$ cat src/rtl/ddr2_port_arbiter.sv
// Round-robin arbiter sharing the DDR2 controller client port between NUM_PORTS requesters.
// The winner's transaction is latched and held stable until the controller has drained it.
//
//   state   | meaning
//   S_IDLE  | no transaction; grant a requester when the controller is ready
//   S_REQ   | request held towards controller, waiting for m_ack
//   S_DRAIN | acked; address/data held until controller reports ready again
module ddr2_port_arbiter #(
  parameter int NUM_PORTS = 2,
  parameter int TIMEOUT   = 1024
) (
  input  logic                          clk,
  input  logic                          rst,
  input  logic [NUM_PORTS-1:0]          p_rd_req,
  input  logic [NUM_PORTS-1:0]          p_wr_req,
  input  logic [NUM_PORTS*26-1:0]       p_addr,
  input  logic [NUM_PORTS*64-1:0]       p_wdata,
  output logic [NUM_PORTS-1:0]          p_ack,
  output logic [63:0]                   p_rdata,
  output logic [$clog2(NUM_PORTS)-1:0]  grant,
  output logic                          busy,
  output logic                          err_timeout,
  output logic [25:0]                   m_addr,
  output logic [63:0]                   m_data_in,
  output logic                          m_rd_req,
  output logic                          m_wr_req,
  input  logic                          m_rdy,
  input  logic                          m_ack,
  input  logic [63:0]                   m_data_out
);

  localparam int GW = $clog2(NUM_PORTS);
  localparam int CW = $clog2(TIMEOUT + 2);
  localparam logic [CW-1:0] TO_VAL = CW'(TIMEOUT);

  typedef enum logic [1:0] {S_IDLE, S_REQ, S_DRAIN} state_t;

  state_t               state, state_nxt;
  logic [GW-1:0]        grant_nxt, win_idx, cand;
  logic                 win_found;
  logic [25:0]          addr_nxt;
  logic [63:0]          data_nxt, rdata_nxt;
  logic                 rd_nxt, wr_nxt, err_nxt;
  logic [NUM_PORTS-1:0] ack_nxt, req;
  logic [CW-1:0]        cnt, cnt_nxt, cnt_inc;

  logic [25:0] addr_a  [NUM_PORTS];
  logic [63:0] wdata_a [NUM_PORTS];

  for (genvar i = 0; i < NUM_PORTS; i++) begin : g_unpack
    assign addr_a[i]  = p_addr[26*i +: 26];
    assign wdata_a[i] = p_wdata[64*i +: 64];
  end

  assign req = p_rd_req | p_wr_req;

  always_comb begin
    state_nxt = state;
    grant_nxt = grant;
    addr_nxt  = m_addr;
    data_nxt  = m_data_in;
    rd_nxt    = m_rd_req;
    wr_nxt    = m_wr_req;
    ack_nxt   = '0;
    rdata_nxt = p_rdata;
    err_nxt   = err_timeout;
    cnt_nxt   = cnt;
    win_found = 1'b0;
    win_idx   = grant;
    cand      = grant;

    // Scan starting one past the last winner so every requester gets its turn.
    for (int k = 1; k <= NUM_PORTS; k++) begin
      cand = GW'((int'(grant) + k) % NUM_PORTS);
      if (!win_found && req[cand]) begin
        win_found = 1'b1;
        win_idx   = cand;
      end
    end

    cnt_inc = (cnt == '1) ? cnt : cnt + CW'(1);

    unique case (state)
      S_IDLE: begin
        if (m_rdy && win_found) begin
          grant_nxt = win_idx;
          addr_nxt  = addr_a[win_idx];
          data_nxt  = wdata_a[win_idx];
          rd_nxt    = p_rd_req[win_idx];
          wr_nxt    = !p_rd_req[win_idx];
          cnt_nxt   = '0;
          state_nxt = S_REQ;
        end
      end
      S_REQ: begin
        if (m_ack) begin
          rd_nxt         = 1'b0;
          wr_nxt         = 1'b0;
          ack_nxt[grant] = 1'b1;
          if (m_rd_req) rdata_nxt = m_data_out;
          state_nxt      = S_DRAIN;
        end else begin
          cnt_nxt = cnt_inc;
          // Flag only; the controller may still answer, so the request stays up.
          if (TIMEOUT != 0 && cnt_inc >= TO_VAL) err_nxt = 1'b1;
        end
      end
      S_DRAIN: begin
        if (m_rdy) state_nxt = S_IDLE;
      end
      default: state_nxt = S_IDLE;
    endcase
  end

  always_ff @(posedge clk) begin
    if (rst) begin
      state       <= S_IDLE;
      grant       <= GW'(NUM_PORTS - 1);
      m_addr      <= '0;
      m_data_in   <= '0;
      m_rd_req    <= 1'b0;
      m_wr_req    <= 1'b0;
      p_ack       <= '0;
      p_rdata     <= '0;
      err_timeout <= 1'b0;
      cnt         <= '0;
      busy        <= 1'b0;
    end else begin
      state       <= state_nxt;
      grant       <= grant_nxt;
      m_addr      <= addr_nxt;
      m_data_in   <= data_nxt;
      m_rd_req    <= rd_nxt;
      m_wr_req    <= wr_nxt;
      p_ack       <= ack_nxt;
      p_rdata     <= rdata_nxt;
      err_timeout <= err_nxt;
      cnt         <= cnt_nxt;
      busy        <= (state_nxt != S_IDLE);
    end
  end

endmodule

$ cat config.mk
export PLATFORM = sky130hd
export DESIGN_NAME = ddr2_port_arbiter
export DESIGN_NICKNAME = d
export VERILOG_FILES = /design/src/rtl/ddr2_port_arbiter.sv
export SDC_FILE = /design/constraint.sdc
export NUM_CORES = 1
export LEC_CHECK = 0
export ABC_AREA = 1
export ABC_CLOCK_PERIOD_IN_PS = 3900
export CAP_MARGIN = 25
export CORE_AREA = 4 4 157 159
export CTS_BUF_LIST = sky130_fd_sc_hd__clkbuf_8
export DETAILED_ROUTE_END_ITERATION = 10
export DIE_AREA = 0 0 161 163
export GPL_TIMING_DRIVEN = 0
export PLACE_DENSITY = 0.72
export SLEW_MARGIN = 15
export SYNTH_ARGS = -nofsm -noshare
export SYNTH_HDL_FRONTEND = slang
export SYNTH_SLANG_ARGS = --single-unit
$ cat constraint.sdc
create_clock -name clk -period 3.9 [get_ports clk]
set_clock_uncertainty 0.1 [all_clocks]
set_input_delay 0.78 -clock clk [delete_from_list [all_inputs] [get_ports clk]]
set_output_delay 0.78 -clock clk [all_outputs]
set_load 0.02 [all_outputs]
# After elaboration in Yosys (flattened, before gate mapping)

Cells that the tools add are included.

Flip-flop bits (word level): 174
Output and inout port bits: 161

Add/subtract/negate cells: 3
Order comparisons: 7
Eq/ne operators: 6
Muxes and demuxes: 31
Bitwise operators: 4
Reduce and logical (&&, ||, !) cells: 14

Operator list:

| kind                  | number |
|---|---|
| $mux 64               | 3 |
| $mux 26               | 3 |
| $mux 11               | 3 |
| $pmux 11 s2           | 1 |
| $mux 1                | 14 |
| $reduce_and 3->1      | 4 |
| $add 11x1->11 const B | 1 |
| $eq 11x11->1 const B  | 1 |
| $ge 11x11->1 const B  | 1 |
| $lt 1x2->1 const B    | 4 |
| $mux 2                | 3 |
| $ne 2x2->1 const B    | 3 |
| $pmux 2 s3            | 1 |
| $pmux 1 s2            | 2 |
| $reduce_bool 2->1     | 2 |
| $logic_and 1x1->1     | 3 |
| $reduce_or 3->1       | 1 |
| $add 1x1->1 const B   | 2 |
| $eq 2x1->1 const B    | 1 |
| $eq 2x2->1 const B    | 1 |
| $ge 2x2->1 const B    | 1 |
| $logic_not 1->1       | 2 |
| $logic_not 2->1       | 1 |
| $not 1->1             | 2 |
| other kinds (5)       | 5 |

# Longest topological paths before layout

Word-level depth: 12
Gate-level depth with buffers: 10

# Least setup slack after synthesis

Ideal clock, no wire load.

Kind: input port to flip-flop
From: input port p_wr_req[1]
To: register m_data_in[23]
Arrival: 1.642 ns
Slack: 2.090 ns
Stages: 9
Buffers on the path: 2
Path through: nor2_1 -> nand2_1 -> nand2_2 -> inv_2 -> nor2_4 -> buf_4 -> buf_6 -> nand2_1 -> o21ai_1

Word-level cells in the longest chain between the ends: 11
Elaborated cells on any way between the ends: 17
Classes of those cells: mux: 11; bitwise: 2; reduce/logical: 4

RTL lines:

| element                                    | line | text |
|---|---|---|
| start: declaration                         | 15   | `input logic [NUM_PORTS-1:0] p_wr_req,` |
| $or 2x2->2 *                               | 55   | `assign req = p_rd_req \| p_wr_req;` |
| $mux 1 (not written as such) (2 in a row)  | 75   | `if (!win_found && req[cand]) begin` |
| $mux 1                                     | 75   |  |
| $logic_not 1->1                            | 75   |  |
| $logic_and 1x1->1                          | 75   |  |
| $mux 1                                     | 75   |  |
| $not 1->2 (not written as such)            | 88   | `data_nxt = wdata_a[win_idx];` |
| $mux 64 (not written as such) (3 in a row) | 88   |  |
| end signal: assignment                     | 132  | `m_data_in <= data_nxt;` |
| end: declaration                           | 24   | `output logic [63:0] m_data_in,` |

Every way passes the cells marked *; elsewhere a longest branch is shown, timed or not. The select of a mux whose other input is x is not followed.
A chain may end at the register's enable or synchronous reset.

# Worst setup path after layout

From: register m_data_in[8]
To: output port m_data_in[8]

No word-level cell between the ends.

==> metrics.md <==
| Metric | Value |
|---|---|
| Outcome | completed |
| Hold depth | 2 |
| Gr usage total | 0.199 |
| Clk sink count | 174 |
| Crit-path cells | clkdlybuf4s50_1 |
| CP Class | reg -> out |
| Initial Util | 0.293 |
| Worst hold margin | 356 ps |
| Dpl hpwl | 21900 um |
| Postcts setup bufs | 0 |
| Grt total ovfl | 0 |
| DRC Markers | 0 |
| Met3 Wirelength | 2290 um |
| Final Power | 4130 uW |
| RD Place Congestion | 0.854 |
| Setup tns final | 0 ps |
| Setup slack, reg-to-reg | 2130 ps |
| Post-route clock period utilization | 0.607 |
| I/O Buffers | 412 |
| Post_cts resized | 0 |
| Setup crit end kind | primary output |
| Core area | 23300 um^2 |
| Final hold vios | 0 |
| IO Pins | 413 |
| # rows | 56 |
| DRT met1 WL | 11200 um |
| H-tree levels | 4 |
| Reg2reg start | cnt[0]$_SDFFE_PP0P_ |
| Worst hold path type | reg -> reg |
| RSZ-0062 raised after global routing | false |
| Clock period minus worst slack | 2370 ps |
| Mapped cell area | 6810 um^2 |
| Top post-synthesis cells by area | dfxtp_1 51%, o21ai_0 14%, nor2_1 13% |
| Power density over cell area | 353 nW/um^2 |
| Max-slew violations | 0 |
| CP Launch Point | m_data_in[8]$_SDFFE_PP0P_ |
| First-pass detailed-route iteration total | 6 |
| Via count | 7729 |
| DR vias/cell | 4.57 |
| Max rail drop VDD | 0.172 mV |
| CTS Hold Bufs | 0 |
| Crit Reg-Reg Endpoint | cnt[1]$_SDFFE_PP0P_ |
| Gate Count Post-Synth | 930 |
| First-pass GRT wire length | 40900 um |
| R2R cell count | 8 |
| DIE WIDTH | 161 um |
| P&R area growth vs syn | 71.9% |
| First DRT Iteration DRCs | 357 |
| Mean routed wirelength per cell | 16.2 um |
| CTS clock-pin slew for the worst setup and hold paths | 100 ps |
| CP max stage cell | clkdlybuf4s50_1 |
| Critical Path RT | 3020 ps |
| Mean area per synthesized cell | 7.32 um^2 |
| CP max FO | 2 |
| Worst-margin pin slew | 522 ps |
| Die Ht | 163 um |
| Min-delay src | m_data_in[17]$_SDFFE_PP0P_ |
| Net Count, Synth | 1183 |
| Levels on crit path | 1 |
| Rel. slew slack | 0.652 |
| Worst setup path endpoint | m_data_in[8] |
| Max Used Layer | met5 |
| Leakage | 0.00436 uW |
| Worst EP arrival | 1490 ps |
| Total wire length | 27500 um |
| Flops & latches, synth | 174 |
| Die area | 26200 um^2 |
| Final Setup Violations | 0 |
| Yosys warnings | 0 |
| Clock Latency Late Sink | 450 ps |
| Final core utilization | 0.503 |
| Register area share after synthesis | 0.512 |
| Max Freq | 423 MHz |
| Vias in the first global route | 7351 |
| Root buffer selected by CTS | clkbuf_8 |
| Layout cells sized above 1 | 0.0619 |
| Area leader, netlist | dfxtp_1 |
| Cell variety after synth | 24 |
| WP buf/inv | 1 |
| Clock Path Buffers | 2 |
| Max-Cap Viols | 0 |
| Crit path max-delay family | buffers and inverters |
| # nets final | 1614 |
| Initial antenna violation count | 1 |
| Worst setup SP type | flip-flop |
| CTS Buf Count | 17 |
| Largest net degree at the start of global routing | 18 |
| CTS tree | done |
| Detail Route Antenna Nets | 0 |
| Ant diodes | 0 |
| FILL cells | 2315 |
| Max stage delay on crit path | 640 ps |
| Synth top area share | 0.512 |
| Met2 WL | 13300 um |
[state kept, by name, indices dropped and copies added (netlist names)]
name	count
p_ack	2
p_rdata	64
busy	1
state	2
m_wr_req	1
m_addr	26
grant	1
m_rd_req	1
cnt	11
err_timeout	1
m_data_in	64
[report_power, final]
group | internal [uW] | leakage [uW] | total, uW | switching [uW]
combinational | 494 | 0.00275 | 969 | 475
clock | 466 | 0.000188 | 1220 | 751
sequential | 1880 | 0.00142 | 1950 | 61.2
total | 2840 | 0.00436 | 4130 | 1290
[worst reg2reg max path, cell delays in order (launching register included)]
cell     delay (ps)
dfxtp_1         390
ha_1            220
nand2_1          80
nor2_1          190
nand3_1         190
nand2_1         210
inv_1            80
o21ai_0         170
nor2_1           60
[metal layers]
metal,vias up,track usage
met3,39,0.0656
met1,3463,0.230
met4,2,0.0620
met5,-,0
met2,345,0.350
li1,3880,-
[cell type report]
class / instances / area [um^2] / share of cell area
Tap cell: 319 / 399 / 0.0341
Buffer: 59 / 302 / 0.0258
Clock inverter: 15 / 136 / 0.0117
Clock buffer: 17 / 234 / 0.0200
Multi-Input combinational cell: 667 / 2910 / 0.249
Timing Repair Buffer: 412 / 4120 / 0.352
Sequential cell: 174 / 3480 / 0.298
Inverter: 30 / 113 / 0.00962
[placed cells by master, fill, tap and decap left out, drive strengths merged, types with 2 or more instances in the layout]
cell type and n:
clkinvlp 2, clkdlybuf4s50 412, nand2 139, buf 41, nor2 246, a21oi 10
dfxtp 174, nand3 14, clkbuf 35, o21bai 3, o21ai 248, inv 37
nand4 2, clkinv 6
[metrics by stage]
stage | setup WS [ps] | cell area [um^2] | std cells
floorplan | 2090 | 6810 | 930
global placement | 1100 | 11300 | 1661
detailed placement | 1100 | 11300 | 1661
CTS | 1480 | 11700 | 1693
global route | 1440 | 11700 | 1693
finish | 1530 | 11700 | 1693
[kinds of logic (layout without fill, tap and decap cells)]
kind of cell,after synthesis,after routing,synth area share
flops,174,174,0.512
fa+ha+maj,1,1,0.00184
buf+inv,89,533,0.0608
simple gates,403,403,0.230
xor+xnor,1,1,0.00129
compound gates,262,262,0.194
[worst min-delay path by stage]
stage / to / slack, ps
2_1_floorplan: cnt[10]$_SDFFE_PP0P_ / 360
4_1_cts: m_data_in[17]$_SDFFE_PP0P_ / 360
3_5_place_dp: m_data_in[17]$_SDFFE_PP0P_ / 340
5_1_grt: m_data_in[22]$_SDFFE_PP0P_ / 370
6_report: m_data_in[17]$_SDFFE_PP0P_ / 360
3_3_place_gp: m_addr[5]$_SDFFE_PP0P_ / 340
[cells in the mapped netlist]
| library cell | count |
|---|---|
| xnor2_1 | 1 |
| clkbuf_2 | 1 |
| a22oi_1 | 1 |
| nor2_1 | 241 |
| o21bai_1 | 3 |
| buf_6 | 4 |
| a21oi_1 | 10 |
| inv_1 | 25 |
| buf_2 | 36 |
| nand2_2 | 1 |
| nor3_1 | 1 |
| nand2_1 | 138 |
| inv_2 | 5 |
| clkbuf_1 | 17 |
| nand4_1 | 2 |
| or2_2 | 1 |
| ha_1 | 1 |
| nor2_2 | 2 |
| dfxtp_1 | 174 |
| o21ai_1 | 52 |
| nand3_1 | 14 |
| nor2_4 | 3 |
| buf_4 | 1 |
| o21ai_0 | 196 |
Power figures use the tool's default switching activity.
